File: src/rtl/mod_counter_pkg.sv
// rtl/mod_counter_pkg.sv - shared state encodings and default modulus for the mod counters
package mod_counter_pkg;

  // Default reload value: a period of 10 enabled cycles.
  localparam int unsigned MOD_DEFAULT_VAL = 9;

  typedef enum logic [1:0] {
    ST_IDLE = 2'd0,
    ST_RUN  = 2'd1,
    ST_DONE = 2'd2
  } state_e;

  typedef enum logic [1:0] {
    Q_HOLD   = 2'd0,
    Q_DEC    = 2'd1,
    Q_RELOAD = 2'd2
  } q_op_e;

endpackage

File: src/rtl/mod_down_counter_core.sv
// rtl/mod_down_counter_core.sv - count register, reload register, decrement and zero detect
module mod_down_counter_core
  import mod_counter_pkg::*;
#(
  parameter int N           = 4,
  parameter int MOD_DEFAULT = int'(MOD_DEFAULT_VAL)
) (
  input  logic         clk,
  input  logic         reset_n,
  input  logic         load_xfer,
  input  logic [N-1:0] load_value,
  input  q_op_e        q_op,
  output logic [N-1:0] q,
  output logic         q_zero
);

  logic [N-1:0] q_q, q_d;
  logic [N-1:0] reload_q, reload_d;

  // An accepted load overrides every other count update in the same cycle.
  always_comb begin
    reload_d = reload_q;
    q_d      = q_q;
    unique case (q_op)
      Q_DEC:    q_d = q_q - 1'b1;
      Q_RELOAD: q_d = reload_q;
      default:  q_d = q_q;
    endcase
    if (load_xfer) begin
      reload_d = load_value;
      q_d      = load_value;
    end
  end

  always_ff @(posedge clk or negedge reset_n) begin
    if (!reset_n) begin
      q_q      <= N'(MOD_DEFAULT);
      reload_q <= N'(MOD_DEFAULT);
    end else begin
      q_q      <= q_d;
      reload_q <= reload_d;
    end
  end

  assign q      = q_q;
  assign q_zero = (q_q == '0);

endmodule

File: src/rtl/mod_down_timer.sv
// rtl/mod_down_timer.sv - programmable modulo down-timer with one-shot and auto-reload modes
module mod_down_timer
  import mod_counter_pkg::*;
#(
  parameter int N           = 4,
  parameter int MOD_DEFAULT = int'(MOD_DEFAULT_VAL)
) (
  input  logic         clk,
  input  logic         reset_n,
  input  logic         enable,
  input  logic         start,
  input  logic         stop,
  input  logic         auto_reload,
  input  logic         load_valid,
  input  logic [N-1:0] load_value,
  output logic         load_ready,
  output logic [N-1:0] Q,
  output logic         tc,
  output logic         busy,
  output logic         done
);

  state_e state_q, state_d;
  logic   tc_q, tc_d;
  logic   busy_q, busy_d;
  logic   done_q, done_d;
  q_op_e  q_op;
  logic   load_xfer;
  logic   q_zero;

  assign load_ready = (state_q != ST_RUN);
  assign load_xfer  = load_valid && load_ready;

  // Stop outranks counting in RUN; start outranks stop when not running.
  always_comb begin
    state_d = state_q;
    tc_d    = 1'b0;
    q_op    = Q_HOLD;
    case (state_q)
      ST_IDLE, ST_DONE: begin
        if (start) begin
          state_d = ST_RUN;
          q_op    = Q_RELOAD;
        end
      end
      ST_RUN: begin
        if (stop) begin
          state_d = ST_IDLE;
          q_op    = Q_RELOAD;
        end else if (enable) begin
          if (q_zero) begin
            tc_d = 1'b1;
            if (auto_reload) begin
              q_op = Q_RELOAD;
            end else begin
              state_d = ST_DONE;
            end
          end else begin
            q_op = Q_DEC;
          end
        end
      end
      default: state_d = ST_IDLE;
    endcase
    busy_d = (state_d == ST_RUN);
    done_d = (state_d == ST_DONE);
  end

  always_ff @(posedge clk or negedge reset_n) begin
    if (!reset_n) begin
      state_q <= ST_IDLE;
      tc_q    <= 1'b0;
      busy_q  <= 1'b0;
      done_q  <= 1'b0;
    end else begin
      state_q <= state_d;
      tc_q    <= tc_d;
      busy_q  <= busy_d;
      done_q  <= done_d;
    end
  end

  mod_down_counter_core #(
    .N           (N),
    .MOD_DEFAULT (MOD_DEFAULT)
  ) u_core (
    .clk        (clk),
    .reset_n    (reset_n),
    .load_xfer  (load_xfer),
    .load_value (load_value),
    .q_op       (q_op),
    .q          (Q),
    .q_zero     (q_zero)
  );

  assign tc   = tc_q;
  assign busy = busy_q;
  assign done = done_q;

endmodule

File: config.mk
export PLATFORM = sky130hd
export DESIGN_NAME = mod_down_timer
export DESIGN_NICKNAME = d
export VERILOG_FILES = /design/src/rtl/mod_counter_pkg.sv /design/src/rtl/mod_down_counter_core.sv /design/src/rtl/mod_down_timer.sv
export SDC_FILE = /design/constraint.sdc
export NUM_CORES = 1
export LEC_CHECK = 0
export BUFFER_PORTS_ARGS = -buffer_cell sky130_fd_sc_hd__buf_4
export CORE_MARGIN = 2
export CORE_UTILIZATION = 53
export CTS_CLUSTER_DIAMETER = 50
export DETAILED_ROUTE_END_ITERATION = 8
export PLACE_DENSITY_LB_ADDON = 0.12
export SYNTH_ARGS = -nofsm -noshare
export SYNTH_HDL_FRONTEND = slang
export SYNTH_SLANG_ARGS = --single-unit
File: constraint.sdc
create_clock -name clk -period 5.52 [get_ports clk]
set_input_delay 0.828 -clock clk [delete_from_list [all_inputs] [get_ports clk]]
set_output_delay 0.828 -clock clk [all_outputs]
set_load 0.01 [all_outputs]
==> flow_metrics.py <==
metrics = {
    "floorplanning": {
        "row_count": 13,
        "start_util_pct": 55.3,
        "ioPinCount": 19,
        "dieWidth_um": 40.4,
        "core_um2": 1270,
        "dieHeight_um": 40.4,
        "dieArea_um2": 1630,
    },
    "sta": {
        "fin_tns_setup_ns": 0,
        "slew_viol_final": 0,
        "hold_slack_ns": 0.385,
        "grt_setup_unrepaired": "false",
        "max_freq_ghz": 0.486,
        "period_needed_ns": 2.06,
        "skew_ns": 0.00250,
        "hold_viol": 0,
        "maxSlewHeadroom_pct": 78.9,
        "tightest_slew_ns": 0.314,
        "finalCritPeriodShare_pct": 37.3,
        "finalSetupViolCount": 0,
    },
    "cts": {
        "cts_buffer_depth": 2,
        "clock-sinks": 13,
        "cts_root_buf": "clkbuf_4",
        "h-tree-depth": 1,
        "cts_resized": 0,
        "holdBufCountCts": 0,
        "cts_tree": "yes",
        "cts_buffers": 3,
        "clkTransAtPathRegs_ns": 0.08,
        "cts_setup_buffers": 0,
        "clk_latency_ns": 0.27,
    },
    "routing": {
        "vias": 620,
        "drt_iter0_drc": 19,
        "wire_per_inst_um": 13.6,
        "wl_um": 1500,
        "post_drt_via_cell_ratio": 5.64,
        "route.detailed.drc": 0,
        "drt-pass1-iter-count": 4,
        "ant_nets": 0,
    },
    "final_layout": {
        "multi_input_area_um2": 357,
        "layout.cells.most_common": "buf_4",
        "area_growth_pct": 25.7,
        "regArea_um2": 330,
        "fillCellCount": 102,
        "final_util_pct": 69.5,
        "layout_common_cells": "18 x buf_4, 11 x nand2_1, 9 x nor2_1, 9 x dfrtp_1, 4 x dfstp_2",
        "nNetsFinal": 108,
        "drive_above_1_share_pct": 33.7,
        "antenna_cells": 0,
    },
    "worst_setup_path": {
        "end_kind": "output port",
        "path_class": "reg -> out",
        "arrival_ns": 1.23,
        "required_ns": 4.69,
        "start_kind": "register",
        "cp_max_fo": 9,
    },
    "global_route": {
        "gr-total-overflow": 0,
        "grt_usage_pct": 21.5,
        "grt_pass1_vias": 564,
        "grt_max_degree": 14,
        "antenna_found_initial": 0,
        "grt_first_pass_wirelength_um": 2320,
    },
    "yosys": {
        "synth_top_family_by_area": "simple AND/OR/NAND/NOR gates",
        "synthXorXnorAreaFrac_pct": 1.25,
        "synthTopCellsByArea": "dfrtp_1 32%, dfstp_2 15%, nand2_1 5.9%",
        "synth_fa_ha_area_share_pct": 1.78,
        "synth_seq_area_share_pct": 47.1,
        "netlist_area_um2": 702,
        "ys_seq_elements": 13,
        "ys_types": 32,
        "synth_compound_gate_area_share_pct": 20.5,
        "synth_top_area_share_pct": 32.1,
        "syn_avg_cell_area_um2": 9.62,
        "yosys_warnings": 0,
        "syn-instance-count": 73,
        "synth_mux_area_share_pct": 3.21,
        "yosys.area_share.simple_pct": 24.1,
        "synthesis.nets": 85,
        "synth_top_cell_by_area": "dfrtp_1",
    },
    "power_and_ir_drop": {
        "combPwrFrac_pct": 40.8,
        "p_switching_w": 0.000129,
        "power.share.clock_pct": 16.1,
        "p_leak_nw": 0.420,
        "sw_frac_of_total_pct": 36.4,
        "p_per_area_nw_per_um2": 403,
        "irDropWorstVdd_mv": 0.202,
        "power.internal_w": 0.000226,
        "p_seq_share_pct": 43.1,
    },
    "job": {
        "maxCapViolations": 0,
    },
    "run_status": {
        "status": "finished clean",
    },
    "min_path": {
        "hp-class": "in -> async",
    },
    "placement": {
        "io_buffers": 18,
        "place_hpwl_um": 1130,
        "gp_congestion": 0.899,
    },
}
## cells by family (layout without fill, tap and decap cells)
family / after synthesis / after routing
simple gates: 33 / 33
fa+ha+maj: 1 / 1
mux: 2 / 2
compound gates: 19 / 19
flops: 13 / 13
xor+xnor: 1 / 1
buf+inv: 4 / 26
## synthesized netlist by cell type, drive strengths merged
cell     n
nand4    2
o21ai    3
mux2     2
o22a     1
ha       1
nor3     2
a31oi    2
a21oi    2
xor2     1
o22ai    1
o31ai    2
a211oi   1
nor2     9
or4b     1
inv      4
and4bb   1
dfrtp    9
and2b    1
a21o     2
a221oi   1
nor2b    1
or2b     1
dfstp    4
a22o     2
a222oi   1
o221ai   1
and2     1
nand2   11
nor3b    1
nand3    2
## power groups by stage
stage	Clock [W]	Combinational (W)	Sequential (W)
2_1_floorplan	0	0.0000863	0.000157
3_3_place_gp	0	0.000143	0.000155
3_5_place_dp	0	0.000144	0.000154
4_1_cts	0.0000601	0.000145	0.000153
5_1_grt	0.0000642	0.000162	0.000157
6_report	0.0000572	0.000145	0.000153
## final timing paths
check / from / to / slack (ns) / cells after the start
min in group clk: u_core.reload_q[0] / u_core.reload_q[0] / 0.48 / 2
worst max-delay path: state_q[1] / load_ready / 3.46 / 3
worst max register to register: u_core.q[0] / u_core.q[1] / 3.49 / 7
worst min-delay path: reset_n / u_core.q[2] / 0.38 / 1
max in group asynchronous: reset_n / u_core.q[3] / 4.90 / 1
worst min register to register: u_core.reload_q[0] / u_core.reload_q[0] / 0.48 / 2
## registers in the layout (all words and copies together) (netlist names)
| register | flops |
|---|---|
| state_q | 2 |
| tc | 1 |
| busy | 1 |
| u_core.reload_q | 4 |
| done | 1 |
| u_core.q | 4 |
## stage by stage
stage	area, µm²	total power (W)	worst slack, ns	std cells
after floorplan	702	0.000243	3.57	73
after global placement	856	0.000298	3.40	106
after detailed placement	856	0.000299	3.38	106
after CTS	882	0.000359	3.46	110
after global routing	882	0.000383	3.39	110
final	882	0.000356	3.46	110
## final cells by class
cell class	count	share of cell area, %
Clock buffer	4	2.98
Inverter	4	1.70
Multi-Input combinational cell	56	40.4
Sequential cell	13	37.4
Tap cell	15	2.13
Timing Repair Buffer	18	15.3
## per-layer routing
metal  routed length, µm  vias to the layer above  track usage (%)
met5                   0                        -                0
met3                  43                        2             3.33
met2                 715                       12             35.3
met4                  12                        0             10.0
met1                 726                      290             27.1
li1                    -                      316                -
## critical path, stage by stage, from the launching register on
cell     delay (ns)
dfrtp_1        0.40
and2b_1        0.29
inv_2          0.11
buf_4          0.16
(Power assumes the default switching activity.)
